[src/rtl/prod_accum_pkg.sv]
// Shared types and width constants for the product accumulator.
package prod_accum_pkg;

  typedef enum logic [1:0] {
    IDLE = 2'd0,
    ACC  = 2'd1,
    DONE = 2'd2
  } state_t;

  localparam int IN_W_DFLT    = 64;
  localparam int GUARD_W_DFLT = 8;
  localparam int ACC_W        = IN_W_DFLT + GUARD_W_DFLT;

  function automatic int acc_width(input int in_w, input int guard_w);
    return in_w + guard_w;
  endfunction

endpackage

[src/rtl/prod_accum_accum_ctrl.sv]
// Sequencing for the accumulator: IDLE/ACC/DONE FSM plus the remaining-term counter.
module accum_ctrl
  import prod_accum_pkg::*;
#(
  parameter int LEN_W = 16
) (
  input  logic             clk,
  input  logic             reset,
  input  logic             start,
  input  logic [LEN_W-1:0] len,
  input  logic             in_valid,
  input  logic             out_ready,
  output logic             in_ready,
  output logic             out_valid,
  output logic             busy,
  output logic             acc_clr,
  output logic             acc_en
);

  state_t           state;
  state_t           state_nxt;
  logic [LEN_W-1:0] remaining;

  always_ff @(posedge clk) begin
    if (!reset) begin
      state <= IDLE;
    end else begin
      state <= state_nxt;
    end
  end

  always_ff @(posedge clk) begin
    if (!reset) begin
      remaining <= '0;
    end else if (acc_clr) begin
      remaining <= len;
    end else if (acc_en) begin
      remaining <= remaining - LEN_W'(1);
    end
  end

  // start is only looked at in IDLE, so pulses in ACC/DONE fall through untouched
  always_comb begin
    state_nxt = state;
    in_ready  = 1'b0;
    out_valid = 1'b0;
    acc_clr   = 1'b0;
    acc_en    = 1'b0;
    case (state)
      IDLE: begin
        if (start) begin
          acc_clr   = 1'b1;
          state_nxt = (len == '0) ? DONE : ACC;
        end
      end
      ACC: begin
        in_ready = 1'b1;
        if (in_valid) begin
          acc_en = 1'b1;
          if (remaining == LEN_W'(1)) begin
            state_nxt = DONE;
          end
        end
      end
      DONE: begin
        out_valid = 1'b1;
        if (out_ready) begin
          state_nxt = IDLE;
        end
      end
      default: state_nxt = IDLE;
    endcase
  end

  assign busy = (state != IDLE);

endmodule

[src/rtl/prod_accum.sv]
// Sums a burst of unsigned products into a guarded accumulator with a sticky carry flag.
module prod_accum
  import prod_accum_pkg::*;
#(
  parameter int IN_W    = IN_W_DFLT,
  parameter int GUARD_W = ACC_W - IN_W_DFLT,
  parameter int LEN_W   = 16
) (
  input  logic                    clk,
  input  logic                    reset,
  input  logic                    start,
  input  logic [LEN_W-1:0]        len,
  input  logic                    in_valid,
  input  logic [IN_W-1:0]         product,
  output logic                    in_ready,
  output logic                    out_valid,
  input  logic                    out_ready,
  output logic [IN_W+GUARD_W-1:0] sum,
  output logic                    ovf,
  output logic                    busy
);

  localparam int AW = acc_width(IN_W, GUARD_W);

  logic [AW-1:0] acc;
  logic [AW:0]   acc_sum_p0;
  logic          acc_clr;
  logic          acc_en;

  // One extra bit on top catches the carry out of the accumulator MSB
  function automatic logic [AW:0] add_carry(input logic [AW-1:0] a, input logic [IN_W-1:0] p);
    return {1'b0, a} + (AW+1)'(p);
  endfunction

  accum_ctrl #(
    .LEN_W(LEN_W)
  ) u_ctrl (
    .clk      (clk),
    .reset    (reset),
    .start    (start),
    .len      (len),
    .in_valid (in_valid),
    .out_ready(out_ready),
    .in_ready (in_ready),
    .out_valid(out_valid),
    .busy     (busy),
    .acc_clr  (acc_clr),
    .acc_en   (acc_en)
  );

  // ---- stage p0: add ----
  assign acc_sum_p0 = add_carry(acc, product);

  // ---- stage p1: accumulator register ----
  always_ff @(posedge clk) begin
    if (!reset) begin
      acc <= '0;
      ovf <= 1'b0;
    end else if (acc_clr) begin
      acc <= '0;
      ovf <= 1'b0;
    end else if (acc_en) begin
      acc <= acc_sum_p0[AW-1:0];
      if (acc_sum_p0[AW]) begin
        ovf <= 1'b1;
      end
    end
  end

  assign sum = acc;

endmodule

[config.mk]
export PLATFORM = sky130hd
export DESIGN_NAME = prod_accum
export DESIGN_NICKNAME = d
export VERILOG_FILES = /design/src/rtl/prod_accum_pkg.sv /design/src/rtl/prod_accum_accum_ctrl.sv /design/src/rtl/prod_accum.sv
export SDC_FILE = /design/constraint.sdc
export NUM_CORES = 1
export LEC_CHECK = 0
export CAP_MARGIN = 20
export CORE_UTILIZATION = 59
export CTS_BUF_LIST = sky130_fd_sc_hd__clkbuf_4 sky130_fd_sc_hd__clkbuf_8
export DETAILED_ROUTE_END_ITERATION = 10
export GPL_TIMING_DRIVEN = 0
export PLACE_DENSITY = 0.9
export SETUP_SLACK_MARGIN = 0.05
export SLEW_MARGIN = 20
export SYNTH_ARGS = -nofsm -noshare
export SYNTH_HDL_FRONTEND = slang
export SYNTH_SLANG_ARGS = --single-unit
[constraint.sdc]
create_clock -name clk -period 5.6 [get_ports clk]
set_clock_uncertainty 0.15 [all_clocks]
set_input_delay 1.12 -clock clk [delete_from_list [all_inputs] [get_ports clk]]
set_output_delay 1.12 -clock clk [all_outputs]
set_load 0.02 [all_outputs]
==> flow_metrics.tcl <==
set metrics [dict create \
    status "complete, no violations" \
    start_util 0.607 \
    cts_buffer_depth 2 \
    gp_congestion 0.967 \
    wl_per_cell_um 18.0 \
    syn2layout_area_growth_pct 25.2 \
    io_buffers 160 \
    antenna_found_initial 0 \
    async_flop_share 0 \
    fin_nets 1388 \
    die-area_um2 14100 \
    cts_hold_buf 0 \
    yosysWarnings 0 \
    cp_data_required_time_ps 5790 \
    synthCells 1065 \
    post-route-min-period_ps 4660 \
    finalMaxSlewViolations 0 \
    wl_mm 25.4 \
    r2r_slack_ps 1750 \
    grt_pass1_vias 8423 \
    post-synth-top-count-cell "nand2_1" \
    synth_seq_cells 91 \
    leakagePower_nw 4.03 \
    syn_nets 1217 \
    fin_crit_sh 0.832 \
    drtPass1Iterations 7 \
    cts_tree "yes" \
    post-dp-hpwl_mm 19.6 \
    htreeDepth 3 \
    rsz0062_at_grt "no" \
    yosysTopAreaCell "dfxtp_1" \
    cts_buffers 9 \
    synth_area_leaders "dfxtp_1 23%, ha_1 10%, a21oi_1 8.1%" \
    ant_nets 0 \
    synth_top_area_share 0.227 \
    pwr_density_cell_nw_per_um2 182 \
    endpoint_kind "flop" \
    finalSetupViolations 0 \
    diodes 0 \
    coreArea_um2 13200 \
    synth.distinct_cells 86 \
    fin_ws_ps 942 \
    rr_startpoint "sum[4]" \
    p_total_w 0.00183 \
    crit_end "sum[59]" \
    relSlewSlack 0.436 \
    syn_area_um2 8040 \
    std_cell_rows 42 \
    ys.flop_type "dfxtp_1" \
    synth_common_cells "158 x nand2_1, 130 x a21oi_1, 91 x dfxtp_1" \
    max-cap-violations 0 \
    ir_drop_mv 0.220 \
    cts_sinks 91 \
    timing.setup.tns_ps 0 \
    grt_max_degree 16 \
    drc 0 \
    synth_sequential_area_ratio 0.227 \
    grt_pass1_wl_mm 40.8 \
    reg2regPathDepth 10 \
    rr_endpoint "sum[59]" \
    start_kind "input pin" \
    clock.fmax_mhz 215 \
    synth_edf_count 0 \
    overflow 0 \
    crit_top_cell "o211ai_1" \
    crit_arrival_ps 4840 \
    path_cells "clkdlybuf4s50_1 > ha_1 > a21o_1 > a31oi_1 > a21boi_1 > o211ai_1 > a2111oi_2 > o2111ai_1 > o211ai_1 > nor4b_1 > a311o_1" \
    slowest_stage "a2111oi_2" \
    slowest_delay_ps 630 \
    cts-root-buf "clkbuf_8" \
    postCtsSetupBuffers 0 \
    die_width_um 119 \
    clkTransAtPathRegs_ps 100 \
    avgSynthCellArea_um2 7.54 \
    finalHoldViolations 0 \
    crit_fanout 6 \
    post-place-ws_ps 648 \
    clk_latency_ps 390 \
    ctsResizeCount 0 \
    track_usage 0.357 \
    worst_hold_path_type "flop to flop" \
    path_class "input pin to flop" \
    worstMarginPinSlew_ps 846 \
    critPathLaunch "product[4]" \
    vias 9069 \
    drive_above_1_share 0.0508 \
    boundaryPins 161 \
    drt_iter0_drc 917 \
    drt-vias-per-instance 6.40 \
    die_h_um 119 \
]
metal layers:
metal  GRT usage  up-vias  wire [um]
met1       0.467     4177      10800
met5           0        -          0
li1            -     4316          -
met3      0.0487       71       2200
met2       0.576      505      11500
met4       0.176        0        919
registers in the layout, indices dropped and copies added (netlist names):
name	cells
ovf	1
u_ctrl.state	2
sum	72
u_ctrl.remaining	16
cell families after synthesis:
| group | count (synthesis) | share of synthesized area |
|---|---|---|
| and+or+nand+nor | 402 | 0.251 |
| AOI/OAI and AO/OA | 374 | 0.304 |
| DFF | 91 | 0.227 |
| buffers and inverters | 85 | 0.0623 |
| adders and majority gates | 67 | 0.105 |
| xor gates and xnor gates | 38 | 0.0414 |
| muxes | 8 | 0.00997 |
metrics by stage:
stage | instance area (um^2) | cells | utilization | hold WS, ps
after detailed placement | 9860 | 1401 | 0.744 | 315
final | 10100 | 1417 | 0.760 | 329
after floorplan | 8040 | 1065 | - | 305
after global routing | 10100 | 1417 | 0.760 | 358
after CTS | 10100 | 1417 | 0.760 | 328
after global placement | 9860 | 1401 | 0.744 | 307
cell usage in the layout (no fill, tap or decap), drive strengths merged, types with 7 or more instances in the layout:
| cell | count |
|---|---|
| mux2i | 8 |
| nand2 | 159 |
| xnor2 | 23 |
| a21boi | 13 |
| a31oi | 13 |
| dfxtp | 91 |
| o21ai | 62 |
| nand3b | 8 |
| nor3 | 31 |
| a221oi | 10 |
| or3 | 7 |
| a21o | 41 |
| nor2b | 15 |
| nand4 | 33 |
| a211oi | 9 |
| xor2 | 15 |
| and2 | 7 |
| o21a | 13 |
| nand2b | 9 |
| o211ai | 16 |
| nor2 | 48 |
| inv | 24 |
| nor4 | 13 |
| a21oi | 131 |
| clkbuf | 52 |
| ha | 66 |
| buf | 17 |
| nand3 | 35 |
| o21bai | 14 |
| clkdlybuf4s50 | 162 |
| and3 | 16 |
final cells by class:
type / instances / area [um^2]
Buffer: 61 / 410
Clock buffer: 11 / 139
Tap cell: 176 / 220
Timing Repair Buffer: 160 / 1600
Fill cell: 1099 / 3180
Multi-Input combinational cell: 889 / 5710
Sequential cell: 91 / 1820
Clock inverter: 5 / 63.8
Inverter: 24 / 90.1
report_power, final:
part	internal (W)	switching, W	total (W)
Clock	0.000219	0.000266	0.000485
Sequential	0.000679	0.0000325	0.000711
Combinational	0.000263	0.000374	0.000637
how the worst min path moves through the flow:
stage                             start             endpoint  slack [ps]  cells past startpoint
floorplan           u_ctrl.remaining[7]  u_ctrl.remaining[7]         310                      2
global placement                sum[28]              sum[28]         310                      2
detailed placement              sum[36]              sum[36]         320                      2
CTS                             sum[36]              sum[36]         330                      2
global route                    sum[42]              sum[42]         360                      2
finish                          sum[36]              sum[36]         330                      2
worst max-delay path: cells and delay by family:
kind,cells,cell delay (ps)
fa+ha+maj,1,400
buf+inv,1,410
simple gates,1,360
compound gates,8,2540
(Power assumes the default switching activity.)
